`src/rtl/counter_fixture_if.sv`:
```
// counter_fixture_if: control inputs and status outputs of counter_fixture.
// master drives the requests, slave is the counter itself.
interface counter_fixture_if #(
    parameter int unsigned WIDTH = 8
);
    logic             sync_clr;
    logic             en;
    logic             up;
    logic             load;
    logic [WIDTH-1:0] load_value;
    logic [WIDTH-1:0] count;
    logic             at_max;
    logic             at_zero;
    logic             wrap_pulse;
    logic             ovf_sticky;
    logic             unf_sticky;

    modport master (
        output sync_clr,
        output en,
        output up,
        output load,
        output load_value,
        input  count,
        input  at_max,
        input  at_zero,
        input  wrap_pulse,
        input  ovf_sticky,
        input  unf_sticky
    );

    modport slave (
        input  sync_clr,
        input  en,
        input  up,
        input  load,
        input  load_value,
        output count,
        output at_max,
        output at_zero,
        output wrap_pulse,
        output ovf_sticky,
        output unf_sticky
    );
endinterface

```
`src/rtl/counter_fixture.sv`:
```
// counter_fixture: up/down counter with a terminal count, clamp-on-load,
// wrap or saturate at the boundaries, and sticky overflow/underflow flags.
module counter_fixture #(
    parameter int unsigned      WIDTH       = 8,
    parameter logic [WIDTH-1:0] MAX_VALUE   = {WIDTH{1'b1}},
    parameter logic [WIDTH-1:0] RESET_VALUE = '0,
    parameter bit               SATURATE    = 1'b0
) (
    input logic              clk,
    input logic              async_rst_n,
    counter_fixture_if.slave bus
);

    typedef logic [WIDTH-1:0] cnt_t;

    cnt_t cnt_q;
    cnt_t cnt_d;
    logic ovf_q;
    logic ovf_d;
    logic unf_q;
    logic unf_d;
    logic wrap_q;
    logic wrap_d;

    logic hit_max;
    logic hit_zero;
    cnt_t load_clamped;

    logic do_clr;
    logic do_load;
    logic do_inc;
    logic do_dec;

    assign hit_max  = (cnt_q == MAX_VALUE);
    assign hit_zero = (cnt_q == '0);

    assign load_clamped = (bus.load_value > MAX_VALUE)
                        ? MAX_VALUE : bus.load_value;

    // One-hot request decode: clear beats load beats count.
    assign do_clr  = bus.sync_clr;
    assign do_load = ~bus.sync_clr & bus.load;
    assign do_inc  = ~bus.sync_clr & ~bus.load & bus.en & bus.up;
    assign do_dec  = ~bus.sync_clr & ~bus.load & bus.en & ~bus.up;

    always_comb begin
        cnt_d  = cnt_q;
        ovf_d  = ovf_q;
        unf_d  = unf_q;
        wrap_d = 1'b0;
        unique case (1'b1)
            do_clr: begin
                cnt_d = RESET_VALUE;
                ovf_d = 1'b0;
                unf_d = 1'b0;
            end
            do_load: begin
                cnt_d = load_clamped;
            end
            do_inc: begin
                if (hit_max) begin
                    cnt_d  = SATURATE ? MAX_VALUE : '0;
                    ovf_d  = 1'b1;
                    wrap_d = 1'b1;
                end else begin
                    cnt_d = cnt_q + cnt_t'(1);
                end
            end
            do_dec: begin
                if (hit_zero) begin
                    cnt_d  = SATURATE ? cnt_t'(0) : MAX_VALUE;
                    unf_d  = 1'b1;
                    wrap_d = 1'b1;
                end else begin
                    cnt_d = cnt_q - cnt_t'(1);
                end
            end
            default: begin
            end
        endcase
    end

    always_ff @(posedge clk or negedge async_rst_n) begin
        if (!async_rst_n) begin
            cnt_q  <= RESET_VALUE;
            ovf_q  <= 1'b0;
            unf_q  <= 1'b0;
            wrap_q <= 1'b0;
        end else begin
            cnt_q  <= cnt_d;
            ovf_q  <= ovf_d;
            unf_q  <= unf_d;
            wrap_q <= wrap_d;
        end
    end

    assign bus.count      = cnt_q;
    assign bus.at_max     = hit_max;
    assign bus.at_zero    = hit_zero;
    assign bus.wrap_pulse = wrap_q;
    assign bus.ovf_sticky = ovf_q;
    assign bus.unf_sticky = unf_q;

endmodule

```
`src/flat_wrapper.sv`:
```
// flat-port wrapper written by rule: the top's interface ports become plain ports
module counter_fixture_flat 
#(
    parameter int unsigned      WIDTH       = 8,
    parameter logic [WIDTH-1:0] MAX_VALUE   = {WIDTH{1'b1}},
    parameter logic [WIDTH-1:0] RESET_VALUE = '0,
    parameter bit               SATURATE    = 1'b0
)
  (clk, async_rst_n, bus_sync_clr, bus_en, bus_up, bus_load, bus_load_value, bus_count, bus_at_max, bus_at_zero, bus_wrap_pulse, bus_ovf_sticky, bus_unf_sticky);
  counter_fixture_if #(.WIDTH(WIDTH)) bus_i ();
  input logic clk;
  input logic async_rst_n;
  input wire logic [$bits(bus_i.sync_clr)-1:0] bus_sync_clr;
  input wire logic [$bits(bus_i.en)-1:0] bus_en;
  input wire logic [$bits(bus_i.up)-1:0] bus_up;
  input wire logic [$bits(bus_i.load)-1:0] bus_load;
  input wire logic [$bits(bus_i.load_value)-1:0] bus_load_value;
  output wire logic [$bits(bus_i.count)-1:0] bus_count;
  output wire logic [$bits(bus_i.at_max)-1:0] bus_at_max;
  output wire logic [$bits(bus_i.at_zero)-1:0] bus_at_zero;
  output wire logic [$bits(bus_i.wrap_pulse)-1:0] bus_wrap_pulse;
  output wire logic [$bits(bus_i.ovf_sticky)-1:0] bus_ovf_sticky;
  output wire logic [$bits(bus_i.unf_sticky)-1:0] bus_unf_sticky;
  assign bus_i.sync_clr = bus_sync_clr;
  assign bus_i.en = bus_en;
  assign bus_i.up = bus_up;
  assign bus_i.load = bus_load;
  assign bus_i.load_value = bus_load_value;
  assign bus_count = bus_i.count;
  assign bus_at_max = bus_i.at_max;
  assign bus_at_zero = bus_i.at_zero;
  assign bus_wrap_pulse = bus_i.wrap_pulse;
  assign bus_ovf_sticky = bus_i.ovf_sticky;
  assign bus_unf_sticky = bus_i.unf_sticky;
  counter_fixture #(.WIDTH(WIDTH), .MAX_VALUE(MAX_VALUE), .RESET_VALUE(RESET_VALUE), .SATURATE(SATURATE)) u_core (.clk(clk), .async_rst_n(async_rst_n), .bus(bus_i));
endmodule
```
`config.mk`:
```
export PLATFORM = sky130hd
export DESIGN_NAME = counter_fixture_flat
export DESIGN_NICKNAME = d
export VERILOG_FILES = /design/src/rtl/counter_fixture_if.sv /design/src/rtl/counter_fixture.sv /design/src/flat_wrapper.sv
export SDC_FILE = /design/constraint.sdc
export NUM_CORES = 1
export LEC_CHECK = 0
export BUFFER_PORTS_ARGS = -buffer_cell sky130_fd_sc_hd__clkbuf_2
export CAP_MARGIN = 30
export CORE_UTILIZATION = 53
export CTS_BUF_LIST = sky130_fd_sc_hd__clkbuf_4
export CTS_CLUSTER_DIAMETER = 30
export DETAILED_ROUTE_END_ITERATION = 8
export GPL_TIMING_DRIVEN = 0
export PLACE_DENSITY = 0.92
export SLEW_MARGIN = 0
export SYNTH_ARGS = -nofsm -noshare
export SYNTH_HDL_FRONTEND = slang
export SYNTH_SLANG_ARGS = --single-unit
```
`constraint.sdc`:
```
create_clock -name clk -period 2.1 [get_ports clk]
set_clock_uncertainty 0.2 [all_clocks]
set_input_delay 0.42 -clock clk [delete_from_list [all_inputs] [get_ports clk]]
set_output_delay 0.42 -clock clk [all_outputs]
set_load 0.05 [all_outputs]
```
==> metrics.yaml, run 1 <==
cells_and_area:
  num-fill-cells: 106
  drive_above_1_share_pct: 41.1
  final_nets: 164
  multi_input_area_um2: 631
  syn2layout_area_growth_pct: 33.8
  fin_area_um2: 1270
  seqCellArea_um2: 282
  antenna_cells: 0
  fin_cells: 170
  finalCoreUtilization_pct: 79.6
critical_path:
  r2r_end: "u_core.bus.count[7]$_DFFE_PN0P_"
  crit_end: "bus_at_zero"
  critPathKind: "flop to primary output"
  worstPathMaxFanout: 3
  critPathMaxStageDelay_ns: 0.44
  crit_slowest_cell: "dfrtp_2"
  worstPathRequired_ns: 1.48
  reg2reg_depth: 5
  cp.arrival_ns: 1.54
  cp_cell_sequence: "inv_2, ha_4, nor4b_4, and2_4, clkbuf_16"
  worstSetupStartpoint: "u_core.bus.count[0]$_DFFE_PN0P_"
  crit_path_end_kind: "primary output"
  regToRegSetupSlack_ns: 0.24
  worst_setup_path_start_kind: "flop"
  r2r-start: "u_core.bus.count[0]$_DFFE_PN0P_"
hold_path:
  hold_class: "primary input to flop"
die:
  io_pins: 27
  core_um2: 1590
  die_width_um: 44.3
  initial_core_util_pct: 59.5
  die_area_um2: 1960
  rows: 14
  die_h_um: 44.3
global_route:
  first_global_vias: 972
  antenna_found_initial: 0
  grt_pass1_wl_um: 4340
  grt_max_degree: 12
  grtUsageTotal_pct: 29.9
  grt.overflow.total: 0
logic_synthesis:
  synth-main-ff-cell: "dfrtp_1"
  ys_async_sr_fraction_pct: 100
  mappedNetlistNets: 126
  synth_top_area_share_pct: 29.0
  ys_types: 41
  ys_ff_latch: 11
  synth-edff-count: 0
  syn_inst: 109
  postSynthAreaPerCell_um2: 8.70
  ys_seq_area_share_pct: 29.0
  synth_top_area_cell: "dfrtp_1"
  syn_area_um2: 948
  ys_warn_count: 0
  synthTopCellsByArea: "dfrtp_1, a21oi_1, o21ai_0"
place:
  place_inst: 158
  placed_area_um2: 1110
  place_ws_ns: -0.105
  place_hpwl_um: 1740
  gp_congestion: 0.986
  portBuffers: 25
outcome:
  outcome: "finished, violations left"
  violations: "setup timing"
route:
  drc: 0
  drt-initial-drc-count: 64
  vias: 1037
  first_pass_iters: 4
  via_per_inst: 6.10
  final_antenna_net_count: 0
  postRouteWirelength_um: 2610
  wl_per_cell_um: 15.4
clock_tree:
  htree_levels: 1
  cts-buffers-inserted: 3
  clk-insertion-delay-late_ns: 0.27
  clk_path_buf_depth: 2
  cts_tree: "yes"
  clkTransAtPathRegs_ns: 0.08
  cts_sinks: 11
  clockRootBuffer: "clkbuf_4"
timing:
  rsz0062_at_grt: "true"
  fin_crit_ns: 2.16
  whs_ns: 0.256
  slew_headroom_pct: 59.4
  worst_slew_pin_slew_ns: 0.604
  setup_tns_ns: -0.0577
  finalHoldViolations: 0
  setup_viol: 1
  setup_ws_ns: -0.0577
  min_period_over_period_pct: 103
  report.final.slew_viol_count: 0
  fmax_mhz: 463
job:
  cap_violations: 0
power:
  p_leak_nw: 0.545
  irDropWorstVdd_mv: 0.383
  power_density_nw_per_um2: 570
  design_power_total_mw: 0.723
==> cells in the mapped netlist, types with 3 or more instances <==
library cell	count
nor2_1	4
dfrtp_1	11
xnor2_1	3
xor2_1	3
nor3_1	4
nand2_1	4
inv_1	6
o21a_1	3
ha_1	3
a21oi_1	8
nand3_1	4
clkbuf_1	4
o21ai_0	8
nor3b_1	5
o221ai_1	4
==> sequential cells by signal, indices dropped and copies added (netlist names) <==
name                   count
u_core.bus.ovf_sticky      1
u_core.bus.unf_sticky      1
u_core.bus.wrap_pulse      1
u_core.bus.count           8
==> layer usage <==
metal | up-vias | wire length [µm] | track usage (%) | share of wire, %
li1 | 480 | - | - | -
met1 | 476 | 1050 | 40.4 | 40
met5 | - | 0 | 0 | 0
met2 | 77 | 1310 | 48.8 | 50
met4 | 0 | 27 | 12.7 | 1.0
met3 | 4 | 229 | 2.45 | 8.8
==> cell families after synthesis <==
group | count (synthesis) | share of synthesized area, %
AO/OA/AOI/OAI | 36 | 25.1
AND/OR/NAND/NOR | 36 | 26.0
buffers and inverters | 15 | 8.18
flip-flops | 11 | 29.0
XOR/XNOR | 6 | 5.54
adder cells (fa/ha/maj) | 3 | 3.96
multiplexers | 2 | 2.24
==> area by class of cell <==
class	instances	share of cell area [%]
plain buffers	6	3.25
clock buffers	4	2.37
flip-flops and latches	11	22.2
inverters	6	1.78
repair buffers	36	18.3
multi-input cells	83	49.7
well taps	24	2.37
==> critical path, delay by kind of cell (launching register included) <==
family,cells,cell delay (ns)
AND/OR/NAND/NOR,2,0.44
adder cells (fa/ha/maj),1,0.13
buffers and inverters,2,0.25
flip-flops,1,0.44
==> what timing repair did <==
| action | in CTS | in global routing |
|---|---|---|
| hold endpoints to repair | 11 | 0 |
| gates cloned | 0 | 0 |
| resized for setup | 13 | 3 |
| hold buffers | 1 | 0 |
| setup endpoints to repair | 2 | 2 |
| buffers inserted | 9 | 1 |
==> power breakdown <==
part	internal (mW)	leakage, nW	switching (mW)
registers	0.227	0.140	0.0264
clock network	0.0864	0.0184	0.0793
logic	0.130	0.387	0.174
total	0.443	0.545	0.280
==> layout by cell type (no fill, tap or decap), types with 2 or more instances in the layout <==
master	netlist	layout
inv_1	6	3
nand3_1	4	4
clkbuf_2	0	23
nor3_1	4	4
o2111ai_1	2	2
a21oi_1	8	8
dfrtp_1	11	6
o21ai_0	8	8
nand2_1	4	4
buf_6	2	2
nor2b_1	2	2
nor2_1	4	4
inv_2	0	3
xor2_1	3	3
nand2b_1	2	2
nor3b_1	5	5
or3_1	2	2
nor4b_4	1	2
o211ai_1	2	2
o221ai_1	4	4
dfrtp_2	0	5
clkbuf_1	4	3
a31oi_1	2	2
o21a_1	3	3
clkbuf_4	0	4
buf_4	1	12
xnor2_1	3	3
==> how the worst min path moves through the flow <==
| stage | from | endpoint | slack [ns] | depth (start not counted) |
|---|---|---|---|---|
| floorplan | async_rst_n | u_core.bus.count[0]$_DFFE_PN0P_ | -0.08 | 0 |
| global placement | async_rst_n | u_core.bus.count[5]$_DFFE_PN0P_ | 0.10 | 1 |
| detailed placement | async_rst_n | u_core.bus.unf_sticky$_DFFE_PN0P_ | 0.12 | 1 |
| CTS | bus_load_value[0] | u_core.bus.count[0]$_DFFE_PN0P_ | 0.25 | 3 |
| global route | bus_load_value[0] | u_core.bus.count[0]$_DFFE_PN0P_ | 0.27 | 3 |
| finish | bus_load_value[0] | u_core.bus.count[0]$_DFFE_PN0P_ | 0.26 | 3 |
Power figures use the tool's default switching activity.
==> inputs of run 2 (changes only) <==
CORE_MARGIN = 1   (was unset)
CTS_BUF_LIST = sky130_fd_sc_hd__clkbuf_8   (was sky130_fd_sc_hd__clkbuf_4)
CTS_CLUSTER_SIZE = 24   (was unset)
==> run 2 against run 1 <==
The flow now finishes without violations. Count of clock-buffer cells in the layout is 1 lower. Worst setup slack gained 0.060 ns. Final cell count up 2.4%. Via count is 1.9% higher. Register-to-register slack got worse by 0.09 ns. Hold slack gained 0.024 ns. Non-clock buffer count up 4. Critical path type unchanged.
==> metrics.yaml, run 2 (synthesized netlist as in run 1, its figures left out) <==
route:
  final_antenna_net_count: 0  # unchanged
  first_pass_iters: 4  # unchanged
  via_per_inst: 6.07  # was 6.10
  wl_per_cell_um: 15.9  # was 15.4 µm
  drc: 0  # unchanged
  postRouteWirelength_um: 2760  # was 2610 µm
  drt-initial-drc-count: 46  # was 64
  vias: 1057  # was 1037
critical_path:
  crit_end: "bus_at_zero"  # unchanged
  worstPathMaxFanout: 3  # unchanged
  worstPathRequired_ns: 1.48  # about the same
  regToRegSetupSlack_ns: 0.15  # was 0.24 ns
  critPathKind: "flop to primary output"  # unchanged
  r2r-start: "u_core.bus.count[1]$_DFFE_PN0P_"  # was u_core.bus.count[0]$_DFFE_PN0P_
  worst_setup_path_start_kind: "flop"  # unchanged
  crit_path_end_kind: "primary output"  # unchanged
  r2r_end: "u_core.bus.count[5]$_DFFE_PN0P_"  # was u_core.bus.count[7]$_DFFE_PN0P_
  worstSetupStartpoint: "u_core.bus.count[0]$_DFFE_PN0P_"  # unchanged
  cp.arrival_ns: 1.48  # was 1.54 ns
  reg2reg_depth: 8  # was 5
die:
  rows: 14  # unchanged
  die_area_um2: 1960  # unchanged
  die_h_um: 44.3  # unchanged
  initial_core_util_pct: 59.5  # unchanged
  die_width_um: 44.3  # unchanged
  io_pins: 27  # unchanged
  core_um2: 1590  # unchanged
power:
  irDropWorstVdd_mv: 0.455  # was 0.383 mV
  switching_share_pct: 37.2  # was 38.7%
  comb_power_share_pct: 40.8  # was 42.1%
  p_leak_nw: 0.572  # was 0.545 nW
  power_frac_seq_pct: 32.1  # was 35.0%
  design_power_total_mw: 0.791  # was 0.723 mW
  p_clk_share_pct: 27.1  # was 22.9%
  switching_power_mw: 0.294  # was 0.280 mW
  p_int_mw: 0.496  # was 0.443 mW
  power_density_nw_per_um2: 602  # was 570 nW/µm²
global_route:
  grt_max_degree: 12  # unchanged
  grt_pass1_wl_um: 4350  # was 4340 µm
  grtUsageTotal_pct: 30.6  # was 29.9%
  grt.overflow.total: 0  # unchanged
  first_global_vias: 960  # was 972
  antenna_found_initial: 0  # unchanged
place:
  place_ws_ns: -0.105  # unchanged
  place_hpwl_um: 1740  # unchanged
  gp_congestion: 0.986  # unchanged
  place_inst: 158  # unchanged
  portBuffers: 25  # unchanged
cells_and_area:
  fin_cells: 174  # was 170
  final_common_cell: "clkbuf_2"  # unchanged
  largest_reg_flops: 8  # unchanged
  antenna_cells: 0  # unchanged
  syn2layout_area_growth_pct: 38.4  # was 33.8%
  drive_above_1_share_pct: 42.0  # was 41.1%
  final_cell_mix: "clkbuf_2, buf_4, o21ai_0, a21oi_1, dfrtp_1"  # unchanged
  final_nets: 168  # was 164
timing:
  finalHoldViolations: 0  # unchanged
  fin_crit_ns: 2.10  # was 2.16 ns
  slew_headroom_pct: 56.1  # was 59.4%
  min_period_over_period_pct: 99.9  # was 103%
  fmax_mhz: 477  # was 463 MHz
  setup_viol: 0  # was 1
  rsz0062_at_grt: "true"  # unchanged
  report.final.slew_viol_count: 0  # unchanged
  setup_ws_ns: 0.00250  # was -0.0577 ns
  worst_slew_pin_slew_ns: 0.653  # was 0.604 ns
clock_tree:
  cts_tree: "yes"  # unchanged
  clk_path_buf_depth: 2  # unchanged
  cts_sinks: 11  # unchanged
  htree_levels: 1  # unchanged
  cts-buffers-inserted: 3  # unchanged
  clkTransAtPathRegs_ns: 0.05  # was 0.08 ns
  clk-insertion-delay-late_ns: 0.24  # was 0.27 ns
  clockRootBuffer: "clkbuf_8"  # was clkbuf_4
hold_path:
  hold_class: "primary input to flop"  # unchanged
outcome:
  outcome: "complete, no violations"  # was finished, violations left
job:
  cap_violations: 0  # unchanged
run 2: changes by cell type in the layout (fill, tap and decap cells not counted), sizes merged:
cell | before | now
inv | 6 | 7
buf | 14 | 17
run 2: cell type report:
| class | instances | area (µm²) |
|---|---|---|
| clock inverter | 1 | 3.75 |
| inverter | 6 | 22.5 |
| buffer | 6 | 41.3 |
| multi-input combinational | 83 | 629 |
| fill | 94 | 282 |
| tap | 24 | 30.0 |
| timing repair buffer | 40 | 263 |
| clock buffer | 3 | 41.3 |
| sequential | 11 | 282 |
run 2: per-stage QoR:
stage	instance area (µm²)	hold WS, ns	util, %	TNS [ns]
3_3_place_gp	1110	0.105	69.6	-0.0605
2_1_floorplan	955	-0.0756	-	-0.00988
4_1_cts	1270	0.282	79.6	0
6_report	1310	0.280	82.3	0
3_5_place_dp	1110	0.119	69.6	-0.105
5_1_grt	1310	0.299	82.3	-0.0592
run 2: what timing repair did:
action                                  CTS  global route
resized for setup                        13             1
hold buffers                              1             0
hold endpoints to repair                 11             0
endpoints found under the setup margin    2             2
setup buffers                             8             6
run 2: power by group through the flow:
| stage | Clock, mW | Combinational (mW) | Sequential (mW) |
|---|---|---|---|
| global route | 0.228 | 0.345 | 0.256 |
| floorplan | 0 | 0.139 | 0.295 |
| CTS | 0.218 | 0.300 | 0.249 |
| finish | 0.214 | 0.323 | 0.254 |
| detailed placement | 0 | 0.250 | 0.248 |
| global placement | 0 | 0.243 | 0.248 |
run 2: critical path, cell delays in order (launching register included):
cell       delay, ns
dfrtp_2         0.43
inv_2           0.09
ha_4            0.14
nor4b_4         0.21
and2_4          0.21
clkbuf_16       0.16
run 2: worst min-delay path by stage:
stage | startpoint | endpoint | depth (start not counted) | slack [ns]
CTS | bus_load_value[0] | u_core.bus.count[0]$_DFFE_PN0P_ | 3 | 0.28
detailed placement | async_rst_n | u_core.bus.unf_sticky$_DFFE_PN0P_ | 1 | 0.12
floorplan | async_rst_n | u_core.bus.count[0]$_DFFE_PN0P_ | 0 | -0.08
finish | bus_load_value[0] | u_core.bus.count[0]$_DFFE_PN0P_ | 3 | 0.28
global placement | async_rst_n | u_core.bus.count[5]$_DFFE_PN0P_ | 1 | 0.10
global route | bus_load_value[0] | u_core.bus.count[0]$_DFFE_PN0P_ | 3 | 0.30
run 2: metal layers:
metal,wire [µm],track usage [%]
met1,1080,38.9
met2,1350,51.2
met3,267,5.31
met4,61,12.1
met5,0,0
==> inputs of run 3 (changes only) <==
CORE_UTILIZATION = 38   (was 53)
PLACE_DENSITY = 0.72   (was 0.92)
==> run 3 against run 2 <==
Die area grew 38%. The run now ends with setup timing left. First-iteration DRC count grew 2.2%. Critical endpoint unchanged. Sequential power is essentially flat. Combinational power shrank 3%. Global-route usage shrank 6.2 points. Flip-flop and latch count is the same. Largest power group unchanged. Register-to-register slack gained 0.03 ns.
==> metrics.yaml, run 3 (synthesized netlist as in run 1, its figures left out) <==
clock_tree:
  clk-insertion-delay-late_ns: 0.24  # about the same
  clkTransAtPathRegs_ns: 0.05  # about the same
  cts_tree: "yes"  # unchanged
  cts-buffers-inserted: 3  # unchanged
  cts_sinks: 11  # unchanged
  clockRootBuffer: "clkbuf_8"  # unchanged
  clk_path_buf_depth: 2  # unchanged
  htree_levels: 1  # unchanged
global_route:
  grt_use_met1_pct: 30.6  # was 38.9%
  first_global_vias: 1001  # was 960
  grt_max_degree: 12  # unchanged
  top_usage_layer: "met2"  # unchanged
  grt_pass1_wl_um: 4840  # was 4350 µm
  antenna_found_initial: 0  # unchanged
  grt.overflow.total: 0  # unchanged
  grt_use_met2_pct: 39.7  # was 51.2%
  grtUsageTotal_pct: 24.3  # was 30.6%
  grt.met3_usage_pct: 5.26  # was 5.31%
timing:
  setup_ws_ns: -0.0110  # was 0.00250 ns
  rsz0062_at_grt: "true"  # unchanged
  setup_viol: 1  # was 0
  fin_crit_ns: 2.11  # was 2.10 ns
  fmax_mhz: 474  # was 477 MHz
  report.final.slew_viol_count: 0  # unchanged
  whs_ns: 0.254  # was 0.280 ns
  worst_slew_pin_slew_ns: 0.537  # was 0.653 ns
  slew_headroom_pct: 64.2  # was 56.1%
  min_period_over_period_pct: 101  # was 99.9%
  finalHoldViolations: 0  # unchanged
die:
  die_h_um: 52.0  # was 44.3 µm
  core_um2: 2280  # was 1590 µm²
  initial_core_util_pct: 41.7  # was 59.5%
  die_area_um2: 2700  # was 1960 µm²
  die_width_um: 52.0  # was 44.3 µm
  rows: 17  # was 14
  io_pins: 27  # unchanged
route:
  postRouteWirelength_um: 2880  # was 2760 µm
  drc: 0  # unchanged
  drt-initial-drc-count: 47  # was 46
  first_pass_iters: 5  # was 4
  via_per_inst: 6.10  # was 6.07
  wl_per_cell_um: 16.4  # was 15.9 µm
  vias: 1073  # was 1057
  final_antenna_net_count: 0  # unchanged
power:
  irDropWorstVdd_mv: 0.336  # was 0.455 mV
  p_leak_nw: 0.564  # was 0.572 nW
  design_power_total_mw: 0.780  # was 0.791 mW
  power_density_nw_per_um2: 599  # was 602 nW/µm²
cells_and_area:
  num-fill-cells: 202  # was 94
  largest_reg_flops: 8  # unchanged
  final_cell_mix: "clkbuf_2, buf_4, o21ai_0, a21oi_1, dfrtp_1"  # unchanged
  syn2layout_area_growth_pct: 37.5  # was 38.4%
  fin_cells: 176  # was 174
  final_nets: 166  # was 168
  drive_above_1_share_pct: 41.2  # was 42.0%
  seqCellArea_um2: 282  # unchanged
  antenna_cells: 0  # unchanged
  finalCoreUtilization_pct: 57.3  # was 82.3%
  final_common_cell: "clkbuf_2"  # unchanged
  multi_input_area_um2: 631  # was 629 µm²
critical_path:
  critPathKind: "flop to primary output"  # unchanged
  worstPathRequired_ns: 1.48  # about the same
  r2r_end: "u_core.bus.count[5]$_DFFE_PN0P_"  # unchanged
  cp.arrival_ns: 1.49  # was 1.48 ns
  regToRegSetupSlack_ns: 0.18  # was 0.15 ns
  worst_setup_path_start_kind: "flop"  # unchanged
  worstPathMaxFanout: 3  # unchanged
  crit_path_end_kind: "primary output"  # unchanged
  reg2reg_depth: 8  # unchanged
  r2r-start: "u_core.bus.count[1]$_DFFE_PN0P_"  # unchanged
place:
  gp_congestion: 0.888  # was 0.986
  place_ws_ns: -0.0714  # was -0.105 ns
  place_inst: 162  # was 158
  place_hpwl_um: 1880  # was 1740 µm
  portBuffers: 25  # unchanged
hold_path:
  worstHoldPathCells: 3  # unchanged
  min-delay-start: "bus_load_value[0]"  # unchanged
  min_to: "u_core.bus.count[0]$_DFFE_PN0P_"  # unchanged
  hold_class: "primary input to flop"  # unchanged
outcome:
  violations: "setup timing"
  outcome: "finished, violations left"  # was complete, no violations
job:
  cap_violations: 0  # unchanged
[run 3: worst max-delay path, stage by stage (launching register included)]
cell,delay (ns)
dfrtp_2,0.42
inv_2,0.09
ha_4,0.14
nor4b_4,0.22
and2_4,0.21
clkbuf_16,0.16
[run 3: how the worst max path moves through the flow]
stage                       end                            start  depth (start not counted)  slack, ns
global placement    bus_at_zero  u_core.bus.count[0]$_DFFE_PN0P_                          5      -0.05
floorplan           bus_at_zero  u_core.bus.count[2]$_DFFE_PN0P_                          3      -0.01
detailed placement  bus_at_zero  u_core.bus.count[0]$_DFFE_PN0P_                          5      -0.07
CTS                 bus_at_zero  u_core.bus.count[1]$_DFFE_PN0P_                          5     -0.009
finish              bus_at_zero  u_core.bus.count[0]$_DFFE_PN0P_                          5      -0.01
global route        bus_at_zero  u_core.bus.count[0]$_DFFE_PN0P_                          5      -0.06
[run 3: final cells by class]
| class | instances | share of cell area [%] |
|---|---|---|
| clock buffer | 3 | 3.17 |
| sequential | 11 | 21.6 |
| timing repair buffer | 38 | 19.0 |
| multi-input combinational | 83 | 48.4 |
| buffer | 6 | 3.17 |
| clock inverter | 1 | 0.288 |
| tap | 28 | 2.69 |
| inverter | 6 | 1.73 |
[run 3: per-stage QoR]
step                cell area (µm²)  setup TNS, ns
global placement               1110        -0.0543
floorplan                       955       -0.00988
CTS                            1250       -0.00875
finish                         1300        -0.0110
global route                   1300        -0.0640
detailed placement             1110        -0.0714
[run 3: what timing repair did]
item                                    in CTS  in global routing
hold endpoints to repair                    11                  0
hold buffers                                 1                  0
resized for setup                           11                  5
pin swaps                                    0                  0
setup buffers                                7                  5
endpoints found under the setup margin       2                  2
[run 3: power breakdown]
part / switching [mW] / leakage [nW] / internal (mW)
registers: 0.0264 / 0.140 / 0.228
clock network: 0.0851 / 0.0269 / 0.129
logic: 0.177 / 0.397 / 0.136
total: 0.288 / 0.564 / 0.492
[run 3: per-layer routing]
metal / wire length (µm) / share of wire (%)
met2: 1420 / 49
met4: 76 / 2.6
met1: 1200 / 42
met5: 0 / 0
met3: 190 / 6.6
